--- src/rtl/sha2_pkg.sv ---
// rtl/sha2_pkg.sv - SHA-2 constants, round helper functions and core state type
// Contents: K round constants, IV256/IV224 initial hash values,
//           ch/maj/big_sigma0/big_sigma1/small_sigma0/small_sigma1,
//           hv_t (eight 32-bit words, index 0 = a / H0 in the top bits),
//           state_e (IDLE, ROUND, FINAL, HOLD).
package sha2_pkg;

    typedef logic [0:7][31:0] hv_t;

    typedef enum logic [1:0] {IDLE, ROUND, FINAL, HOLD} state_e;

    localparam logic [31:0] K [0:63] = '{
        32'h428a2f98, 32'h71374491, 32'hb5c0fbcf, 32'he9b5dba5,
        32'h3956c25b, 32'h59f111f1, 32'h923f82a4, 32'hab1c5ed5,
        32'hd807aa98, 32'h12835b01, 32'h243185be, 32'h550c7dc3,
        32'h72be5d74, 32'h80deb1fe, 32'h9bdc06a7, 32'hc19bf174,
        32'he49b69c1, 32'hefbe4786, 32'h0fc19dc6, 32'h240ca1cc,
        32'h2de92c6f, 32'h4a7484aa, 32'h5cb0a9dc, 32'h76f988da,
        32'h983e5152, 32'ha831c66d, 32'hb00327c8, 32'hbf597fc7,
        32'hc6e00bf3, 32'hd5a79147, 32'h06ca6351, 32'h14292967,
        32'h27b70a85, 32'h2e1b2138, 32'h4d2c6dfc, 32'h53380d13,
        32'h650a7354, 32'h766a0abb, 32'h81c2c92e, 32'h92722c85,
        32'ha2bfe8a1, 32'ha81a664b, 32'hc24b8b70, 32'hc76c51a3,
        32'hd192e819, 32'hd6990624, 32'hf40e3585, 32'h106aa070,
        32'h19a4c116, 32'h1e376c08, 32'h2748774c, 32'h34b0bcb5,
        32'h391c0cb3, 32'h4ed8aa4a, 32'h5b9cca4f, 32'h682e6ff3,
        32'h748f82ee, 32'h78a5636f, 32'h84c87814, 32'h8cc70208,
        32'h90befffa, 32'ha4506ceb, 32'hbef9a3f7, 32'hc67178f2
    };

    localparam hv_t IV256 = {
        32'h6a09e667, 32'hbb67ae85, 32'h3c6ef372, 32'ha54ff53a,
        32'h510e527f, 32'h9b05688c, 32'h1f83d9ab, 32'h5be0cd19
    };

    localparam hv_t IV224 = {
        32'hc1059ed8, 32'h367cd507, 32'h3070dd17, 32'hf70e5939,
        32'hffc00b31, 32'h68581511, 32'h64f98fa7, 32'hbefa4fa4
    };

    function automatic logic [31:0] rotr(input logic [31:0] x, input int n);
        return (x >> n) | (x << (32 - n));
    endfunction

    function automatic logic [31:0] ch(input logic [31:0] x, input logic [31:0] y,
                                       input logic [31:0] z);
        return (x & y) ^ (~x & z);
    endfunction

    function automatic logic [31:0] maj(input logic [31:0] x, input logic [31:0] y,
                                        input logic [31:0] z);
        return (x & y) ^ (x & z) ^ (y & z);
    endfunction

    function automatic logic [31:0] big_sigma0(input logic [31:0] x);
        return rotr(x, 2) ^ rotr(x, 13) ^ rotr(x, 22);
    endfunction

    function automatic logic [31:0] big_sigma1(input logic [31:0] x);
        return rotr(x, 6) ^ rotr(x, 11) ^ rotr(x, 25);
    endfunction

    function automatic logic [31:0] small_sigma0(input logic [31:0] x);
        return rotr(x, 7) ^ rotr(x, 18) ^ (x >> 3);
    endfunction

    function automatic logic [31:0] small_sigma1(input logic [31:0] x);
        return rotr(x, 17) ^ rotr(x, 19) ^ (x >> 10);
    endfunction

endpackage

--- src/rtl/sha2_stream_core_if.sv ---
// rtl/sha2_stream_core_if.sv - block input / digest output handshake bundle
// Signals: in_valid/in_ready/in_block/in_first/in_last/in_mode (block side),
//          out_valid/out_ready/out_digest/out_mode (digest side).
// master = block producer and digest consumer; slave = hashing core.
interface sha2_stream_core_if;
    logic         in_valid;
    logic         in_ready;
    logic [511:0] in_block;
    logic         in_first;
    logic         in_last;
    logic         in_mode;
    logic         out_valid;
    logic         out_ready;
    logic [255:0] out_digest;
    logic         out_mode;

    modport master (
        output in_valid, in_block, in_first, in_last, in_mode, out_ready,
        input  in_ready, out_valid, out_digest, out_mode
    );

    modport slave (
        input  in_valid, in_block, in_first, in_last, in_mode, out_ready,
        output in_ready, out_valid, out_digest, out_mode
    );
endinterface

--- src/rtl/sha2_round.sv ---
// rtl/sha2_round.sv - one combinational SHA-2 compression round
// Ports: state_i (a..h in), k_i (round constant), w_i (schedule word),
//        state_o (a..h out).
module sha2_round
    import sha2_pkg::*;
(
    input  hv_t         state_i,
    input  logic [31:0] k_i,
    input  logic [31:0] w_i,
    output hv_t         state_o
);
    logic [31:0] t1;
    logic [31:0] t2;

    always_comb begin
        t1 = state_i[7] + big_sigma1(state_i[4]) + ch(state_i[4], state_i[5], state_i[6])
           + k_i + w_i;
        t2 = big_sigma0(state_i[0]) + maj(state_i[0], state_i[1], state_i[2]);
        state_o = {t1 + t2, state_i[0], state_i[1], state_i[2],
                   state_i[3] + t1, state_i[4], state_i[5], state_i[6]};
    end
endmodule

--- src/rtl/sha2_stream_core.sv ---
// rtl/sha2_stream_core.sv - streaming SHA-256/SHA-224 core over pre-padded blocks
// Ports: clk, reset (sync, active-high); bus (slave side of sha2_stream_core_if);
//        busy (state != IDLE); seq_err (one-cycle pulse on orphan non-first block).
// Parameters: UNROLL rounds per clock (1, 2, 4); SUPPORT_224 enables in_mode.
module sha2_stream_core
    import sha2_pkg::*;
#(
    parameter int UNROLL      = 1,
    parameter bit SUPPORT_224 = 1'b1
) (
    input  logic              clk,
    input  logic              reset,
    sha2_stream_core_if.slave bus,
    output logic              busy,
    output logic              seq_err
);

    if (!(UNROLL == 1 || UNROLL == 2 || UNROLL == 4)) begin : g_bad_unroll
        $error("sha2_stream_core: UNROLL must be 1, 2 or 4");
    end

    state_e       state_q;
    logic [31:0]  w_q [0:15];
    hv_t          wv_q;
    hv_t          h_q;
    logic [5:0]   cnt_q;
    logic         last_q;
    logic         mode_q;
    logic         open_q;
    logic         out_valid_q;
    logic [255:0] out_digest_q;
    logic         out_mode_q;
    logic         seq_err_q;

    logic         first_mode;
    hv_t          first_iv;
    hv_t          wv_d;
    hv_t          h_d;
    logic [31:0]  w_d [0:15];
    logic [31:0]  ext [0:19];

    assign first_mode = SUPPORT_224 ? bus.in_mode : 1'b0;
    assign first_iv   = first_mode ? IV224 : IV256;

    // Round chain: each stage feeds the next through its own generate scope.
    for (genvar i = 0; i < UNROLL; i++) begin : g_round
        hv_t st_in;
        hv_t st_out;
        if (i == 0) begin : g_head
            assign st_in = wv_q;
        end else begin : g_link
            assign st_in = g_round[i-1].st_out;
        end
        sha2_round u_round (
            .state_i (st_in),
            .k_i     (K[cnt_q + 6'(i)]),
            .w_i     (w_q[i]),
            .state_o (st_out)
        );
    end
    assign wv_d = g_round[UNROLL-1].st_out;

    // Schedule: ext[16+j] may depend on ext[16+j-2], so words are built in order.
    // Words generated past round 63 are never consumed.
    always_comb begin
        for (int k = 0; k < 16; k++) ext[k] = w_q[k];
        for (int k = 16; k < 20; k++) ext[k] = '0;
        for (int j = 0; j < UNROLL; j++) begin
            ext[16+j] = small_sigma1(ext[14+j]) + ext[9+j] + small_sigma0(ext[1+j]) + ext[j];
        end
        for (int k = 0; k < 16; k++) w_d[k] = ext[k+UNROLL];
    end

    always_comb begin
        for (int i = 0; i < 8; i++) h_d[i] = h_q[i] + wv_q[i];
    end

    always_ff @(posedge clk) begin
        if (reset) begin
            state_q      <= IDLE;
            for (int k = 0; k < 16; k++) w_q[k] <= '0;
            wv_q         <= '0;
            h_q          <= '0;
            cnt_q        <= '0;
            last_q       <= 1'b0;
            mode_q       <= 1'b0;
            open_q       <= 1'b0;
            out_valid_q  <= 1'b0;
            out_digest_q <= '0;
            out_mode_q   <= 1'b0;
            seq_err_q    <= 1'b0;
        end else begin
            seq_err_q <= 1'b0;
            case (state_q)
                IDLE: begin
                    if (bus.in_valid) begin
                        for (int k = 0; k < 16; k++) w_q[k] <= bus.in_block[511-32*k -: 32];
                        last_q  <= bus.in_last;
                        cnt_q   <= '0;
                        state_q <= ROUND;
                        if (bus.in_first) begin
                            mode_q <= first_mode;
                            h_q    <= first_iv;
                            wv_q   <= first_iv;
                            open_q <= 1'b1;
                        end else if (open_q) begin
                            wv_q <= h_q;
                        end else begin
                            // Orphan continuation: restart as a fresh SHA-256 message.
                            mode_q    <= 1'b0;
                            h_q       <= IV256;
                            wv_q      <= IV256;
                            open_q    <= 1'b1;
                            seq_err_q <= 1'b1;
                        end
                    end
                end
                ROUND: begin
                    wv_q <= wv_d;
                    for (int k = 0; k < 16; k++) w_q[k] <= w_d[k];
                    cnt_q <= cnt_q + 6'(UNROLL);
                    if (cnt_q == 6'(64 - UNROLL)) state_q <= FINAL;
                end
                FINAL: begin
                    h_q <= h_d;
                    if (last_q) begin
                        out_digest_q <= mode_q ? {h_d[0:6], 32'h0} : h_d;
                        out_mode_q   <= mode_q;
                        out_valid_q  <= 1'b1;
                        open_q       <= 1'b0;
                        state_q      <= HOLD;
                    end else begin
                        state_q <= IDLE;
                    end
                end
                HOLD: begin
                    if (bus.out_ready) begin
                        out_valid_q <= 1'b0;
                        state_q     <= IDLE;
                    end
                end
                default: state_q <= IDLE;
            endcase
        end
    end

    assign bus.in_ready   = (state_q == IDLE);
    assign bus.out_valid  = out_valid_q;
    assign bus.out_digest = out_digest_q;
    assign bus.out_mode   = out_mode_q;
    assign busy           = (state_q != IDLE);
    assign seq_err        = seq_err_q;

endmodule
--- src/flat_wrapper.sv ---
// flat-port wrapper written by rule: the top's interface ports become plain ports
module sha2_stream_core_flat import sha2_pkg::*;
#(
    parameter int UNROLL      = 1,
    parameter bit SUPPORT_224 = 1'b1
)
  (clk, reset, busy, seq_err, bus_in_valid, bus_in_block, bus_in_first, bus_in_last, bus_in_mode, bus_out_ready, bus_in_ready, bus_out_valid, bus_out_digest, bus_out_mode);
  sha2_stream_core_if bus_i ();
  input  logic clk;
  input  logic reset;
  output logic busy;
  output logic seq_err;
  input wire logic [$bits(bus_i.in_valid)-1:0] bus_in_valid;
  input wire logic [$bits(bus_i.in_block)-1:0] bus_in_block;
  input wire logic [$bits(bus_i.in_first)-1:0] bus_in_first;
  input wire logic [$bits(bus_i.in_last)-1:0] bus_in_last;
  input wire logic [$bits(bus_i.in_mode)-1:0] bus_in_mode;
  input wire logic [$bits(bus_i.out_ready)-1:0] bus_out_ready;
  output wire logic [$bits(bus_i.in_ready)-1:0] bus_in_ready;
  output wire logic [$bits(bus_i.out_valid)-1:0] bus_out_valid;
  output wire logic [$bits(bus_i.out_digest)-1:0] bus_out_digest;
  output wire logic [$bits(bus_i.out_mode)-1:0] bus_out_mode;
  assign bus_i.in_valid = bus_in_valid;
  assign bus_i.in_block = bus_in_block;
  assign bus_i.in_first = bus_in_first;
  assign bus_i.in_last = bus_in_last;
  assign bus_i.in_mode = bus_in_mode;
  assign bus_i.out_ready = bus_out_ready;
  assign bus_in_ready = bus_i.in_ready;
  assign bus_out_valid = bus_i.out_valid;
  assign bus_out_digest = bus_i.out_digest;
  assign bus_out_mode = bus_i.out_mode;
  sha2_stream_core #(.UNROLL(UNROLL), .SUPPORT_224(SUPPORT_224)) u_core (.clk(clk), .reset(reset), .bus(bus_i), .busy(busy), .seq_err(seq_err));
endmodule
--- config.mk ---
export PLATFORM = sky130hd
export DESIGN_NAME = sha2_stream_core_flat
export DESIGN_NICKNAME = d
export VERILOG_FILES = /design/src/rtl/sha2_pkg.sv /design/src/rtl/sha2_stream_core_if.sv /design/src/rtl/sha2_round.sv /design/src/rtl/sha2_stream_core.sv /design/src/flat_wrapper.sv
export SDC_FILE = /design/constraint.sdc
export NUM_CORES = 2
export LEC_CHECK = 0
export BUFFER_PORTS_ARGS = -buffer_cell sky130_fd_sc_hd__buf_2
export CAP_MARGIN = 20
export CORE_ASPECT_RATIO = 0.75
export CORE_UTILIZATION = 62
export CTS_BUF_LIST = sky130_fd_sc_hd__clkbuf_4
export CTS_CLUSTER_SIZE = 30
export DETAILED_ROUTE_END_ITERATION = 6
export GPL_ROUTABILITY_DRIVEN = 1
export PLACE_DENSITY_LB_ADDON = 0.3
export SETUP_SLACK_MARGIN = 0.5
export SLEW_MARGIN = 5
export SYNTH_ARGS = -nofsm -noshare
export SYNTH_HDL_FRONTEND = slang
export SYNTH_SLANG_ARGS = --single-unit
--- constraint.sdc ---
create_clock -name clk -period 10.26 [get_ports clk]
set_clock_uncertainty 0.05 [all_clocks]
set_input_delay 0.513 -clock clk [delete_from_list [all_inputs] [get_ports clk]]
set_output_delay 0.513 -clock clk [all_outputs]
set_load 0.01 [all_outputs]
==> results of run 1 <==
## repair_timing
action / in CTS
endpoints found under the setup margin: 0
hold endpoints to repair: 768
hold buffers: 883
## per-layer routing
layer | GRT overflow | GRT usage, %
met1 | 59 | 82.5
met2 | 582 | 86.8
met3 | 54 | 62.7
met4 | 355 | 60.2
met5 | 6 | 39.6
## through the flow
stage,hold slack [ns],setup slack (ns),area (sq um)
floorplan,0.386,1.72,79300
global placement,0.386,1.39,84800
detailed placement,0.389,1.39,84800
CTS,0.000129,1.37,97600
## Yosys cell counts (24+ instances only)
library cell / instances / share of area, %
o21bai_1: 55 / 0.52
nand2b_1: 76 / 0.60
o21a_1: 56 / 0.53
a22oi_1: 124 / 1.2
a221oi_1: 87 / 0.96
a21o_1: 210 / 2.0
nor2_1: 503 / 2.4
o22ai_1: 24 / 0.19
o21ai_1: 33 / 0.21
buf_1: 56 / 0.27
dfxtp_1: 782 / 20
ha_1: 393 / 6.2
a31oi_1: 181 / 1.4
nand2_1: 1732 / 8.2
xnor2_1: 412 / 4.6
inv_1: 347 / 1.6
nor2b_1: 54 / 0.43
nor3_1: 121 / 0.76
fa_1: 195 / 4.9
xor2_1: 162 / 1.8
o31ai_1: 26 / 0.25
nand3_1: 143 / 0.90
mux2i_1: 43 / 0.54
and3_1: 56 / 0.44
nand4_1: 24 / 0.19
edfxtp_1: 512 / 19
o21ai_0: 396 / 2.5
or3_1: 30 / 0.24
clkbuf_1: 573 / 2.7
a211oi_1: 105 / 0.99
a22o_1: 133 / 1.5
o211ai_1: 54 / 0.51
a21oi_1: 1242 / 7.8
## kinds of logic after synthesis
group           count (synthesis)
simple gates                 2830
xor+xnor                      576
compound gates               2906
flops                        1294
buf+inv                       985
mux                            61
fa+ha+maj                     591
==> flow_summary.json, run 1 <==
{
  "status": "did not finish",
  "failing_step": "5_1_grt",
  "error": "[ERROR GRT-0116] Global routing finished with congestion. Check the congestion regions in the DRC Viewer.",
  "syn_inst": 9243,
  "ys_warn_count": 0,
  "clock_sinks": 1294,
  "grt_overflow": 1056,
  "die_w_um": 415,
  "cts-resized-gates": 0,
  "cts_root_buf": "clkbuf_4",
  "portBuffers": 779,
  "dp_hpwl_mm": 253,
  "synth_compound_area_share_pct": 22.7,
  "synth_simple_gate_area_share_pct": 15.0,
  "clock_path_buffers": 4,
  "cts_setup_buffers": 0,
  "grt_usage_pct": 75.2,
  "grt_pass1_wl_mm": 715,
  "synthArstFlopShare_pct": 0,
  "synthMuxAreaShare_pct": 0.954,
  "synth_cell_types": 102,
  "ys_seq_elements": 1294,
  "synth-adder-area-share_pct": 11.2,
  "synth-edff-count": 512,
  "synth_area_per_cell_sq_um": 8.58,
  "start_util_pct": 62.6,
  "num_rows": 113,
  "synth_nets": 10400,
  "synth-xor-area-share_pct": 6.40,
  "synth_flop_cell": "dfxtp_1",
  "synth_top_family_by_area": "compound AO/OA/AOI/OAI gates",
  "dp_cells": 11300,
  "cts_max_level": 5,
  "finalWeightedCongestion": 1.07,
  "synth_area_sq_mm": 0.0793,
  "numCtsBuffers": 335,
  "grt_start_max_net_pins": 213,
  "fp.dieH_um": 312,
  "io_pins": 780,
  "grt_pass1_vias": 97500,
  "ys_seq_area_share_pct": 39.1
}
==> run 2: changes to the inputs <==
--- a/config.mk
+++ b/config.mk
@@ -7,14 +7,10 @@
 export LEC_CHECK = 0
 export BUFFER_PORTS_ARGS = -buffer_cell sky130_fd_sc_hd__buf_2
 export CAP_MARGIN = 20
-export CORE_ASPECT_RATIO = 0.75
-export CORE_UTILIZATION = 62
-export CTS_BUF_LIST = sky130_fd_sc_hd__clkbuf_4
-export CTS_CLUSTER_SIZE = 30
+export CORE_UTILIZATION = 40
 export DETAILED_ROUTE_END_ITERATION = 6
 export GPL_ROUTABILITY_DRIVEN = 1
-export PLACE_DENSITY_LB_ADDON = 0.3
-export SETUP_SLACK_MARGIN = 0.5
+export PLACE_DENSITY_LB_ADDON = 0.15
 export SLEW_MARGIN = 5
 export SYNTH_ARGS = -nofsm -noshare
 export SYNTH_HDL_FRONTEND = slang
==> flow_summary.json, run 2 <==
{
  "switching_share_pct": 46.5,
  "top_register": "u_core.w_q",
  "clock_path_buffers": 3,
  "wire_per_inst_um": 27.3,
  "dieArea_sq_mm": 0.200,
  "ys_seq_elements": 1294,
  "finalHoldViolCount": 0,
  "synth_nets": 10400,
  "ys_seq_area_share_pct": 39.1,
  "numCtsBuffers": 154,
  "critical_path_class": "register to register",
  "setup_violations": 0,
  "synth_commonest_cells": "nand2_1, a21oi_1, dfxtp_1",
  "place_area_sq_mm": 0.0868,
  "finalNetCount": 11400,
  "antenna_found_initial": 33,
  "comb_power_share_pct": 68.3,
  "critPathArrivalTime_ns": 9.94,
  "synth_cell_types": 102,
  "grt_start_max_net_pins": 193,
  "via_count": 76700,
  "ys_warn_count": 0,
  "worst_path_most_repeated_cell": "inv_1",
  "cts_tree": "yes",
  "wl_mm": 358,
  "yosysTopAreaCell": "dfxtp_1",
  "grt_usage_pct": 34.7,
  "max-cap-violations": 0,
  "drt_iter0_drc": 8039,
  "report.final.slew_viol_count": 0,
  "cts-resized-gates": 0,
  "cts_max_level": 4,
  "synthDominantCellAreaShare_pct": 19.7,
  "worst_pin_slew_ns": 1.23,
  "core_sq_mm": 0.197,
  "clock_sinks": 1294,
  "hp-class": "input pin to register",
  "cts_root_buf": "clkbuf_16",
  "ant_nets": 0,
  "fmax_mhz": 109,
  "num_rows": 163,
  "portBuffers": 779,
  "p_int_mw": 21.6,
  "finalWeightedCongestion": 0.979,
  "fp.dieH_um": 447,
  "startpoint_type": "register",
  "power.switching_mw": 18.8,
  "p_seq_share_pct": 17.2,
  "dp_hpwl_mm": 262,
  "synth_area_per_cell_sq_um": 8.58,
  "cp_max_fo": 21,
  "start_util_pct": 40.2,
  "synthArstFlopShare_pct": 0,
  "pwr-share-clk_pct": 14.4,
  "insertion_delay_ns": 0.87,
  "grt_pass1_wl_mm": 510,
  "syn_inst": 9243,
  "drc": 0,
  "min_period_ns": 9.20,
  "p_leak_nw": 41.3,
  "grt_overflow": 0,
  "max_stage_delay_ns": 0.54,
  "status": "finished clean",
  "clkTransAtPathRegs_ns": 0.06,
  "largest_reg_flops": 512,
  "slowest_stage": "mux4_2",
  "avgViaCountPerCell": 5.85,
  "critPathCaptureType": "register",
  "ys_top_cells_by_area": "dfxtp_1, edfxtp_1, nand2_1",
  "final_common_cell": "nand2_1",
  "drtPass1Iterations": 6,
  "die_w_um": 447,
  "synth_area_sq_mm": 0.0793,
  "fin_crit_sh_pct": 89.6,
  "grt_pass1_vias": 73600,
  "synth_most_common_cell": "nand2_1",
  "ir_drop_mv": 0.708,
  "area_growth_pct": 22.0,
  "synth_flop_cell": "dfxtp_1",
  "relSlewSlack_pct": 17.8,
  "layout-drive-gt1-share_pct": 13.8,
  "synth-edff-count": 512,
  "io_pins": 780,
  "grt_setup_unrepaired": "no",
  "worstPathRequired_ns": 11.00,
  "final_cell_area_sq_mm": 0.0967,
  "power.density_mw_per_mm2": 417,
  "tns_ns": 0,
  "final_cell_mix": "nand2_1, a21oi_1, dfxtp_1"
}
==> run 2: per-stage QoR <==
step / instances / hold slack, ns / power (mW) / utilization [%] / setup WS [ns]
after floorplan: 9243 / 0.386 / 23.5 / - / 1.72
after global placement: 12300 / 0.386 / 33.8 / 44.0 / 1.26
after detailed placement: 12300 / 0.394 / 34.0 / 44.0 / 1.20
after CTS: 13100 / 0.000214 / 40.1 / 49.0 / 1.15
after global routing: 13100 / 0.0205 / 43.2 / 49.0 / 0.547
final: 13100 / 0.0304 / 40.3 / 49.1 / 1.06
==> run 2: logic make-up after synthesis <==
group,after synthesis,synth area share (%)
AOI/OAI and AO/OA,2906,22.7
adders and majority gates,591,11.2
muxes,61,0.955
xor gates and xnor gates,576,6.40
DFF,1294,39.1
buffers and inverters,985,4.66
and+or+nand+nor,2830,15.0
==> run 2: power groups by stage <==
stage                     clock [mW]  combinational (mW)  sequential, mW
final                           5.83                27.6            6.94
after global routing            6.10                30.1            6.95
after global placement             0                26.8            7.00
after detailed placement           0                27.0            7.00
after floorplan                    0                17.0            6.46
after CTS                       5.90                27.3            6.90
==> run 2: layout make-up <==
class / instances / area (sq um)
fill: 19000 / 100000
antenna: 24 / 60.1
inverter: 355 / 1350
clock buffer: 203 / 4290
multi-input combinational: 6964 / 44800
tap: 2640 / 3300
clock inverter: 84 / 986
sequential: 1294 / 31000
timing repair buffer: 1548 / 11000
==> run 2: worst max-delay path: cells and delay by family, from the launching register on <==
| kind | cells | cell delay (ns) |
|---|---|---|
| AO/OA/AOI/OAI | 14 | 3.13 |
| XOR/XNOR | 2 | 0.50 |
| adder cells (fa/ha/maj) | 7 | 2.79 |
| buffers and inverters | 10 | 1.31 |
| flip-flops | 1 | 0.33 |
| multiplexers | 1 | 0.54 |
| AND/OR/NAND/NOR | 4 | 0.49 |
==> run 2: final timing paths <==
check / from / to / slack (ns) / cells after the start
hold / removal: bus_in_block[63] / u_core.w_q[3][95] / 0.03 / 3
setup reg to reg: u_core.cnt_q[1] / u_core.g_round[0].st_in[255] / 1.06 / 38
hold reg to reg: u_core.bus.out_digest[1] / u_core.bus.out_digest[1] / 0.40 / 2
setup / recovery: u_core.cnt_q[1] / u_core.g_round[0].st_in[255] / 1.06 / 38
==> run 2: routing by layer <==
metal / share of wire, % / wire [um] / track usage, %
met1: 40 / 143000 / 43.6
met2: 46 / 166000 / 56.2
met3: 7.9 / 28200 / 7.16
met4: 5.6 / 20200 / 18.1
met5: 0.055 / 197 / 0
==> run 2: what timing repair did <==
action | in CTS | in global routing
hold buffers | 464 | 0
hold endpoints to repair | 496 | 0
setup buffers | 0 | 0
No activity file was read; power rests on OpenSTA's default activity.
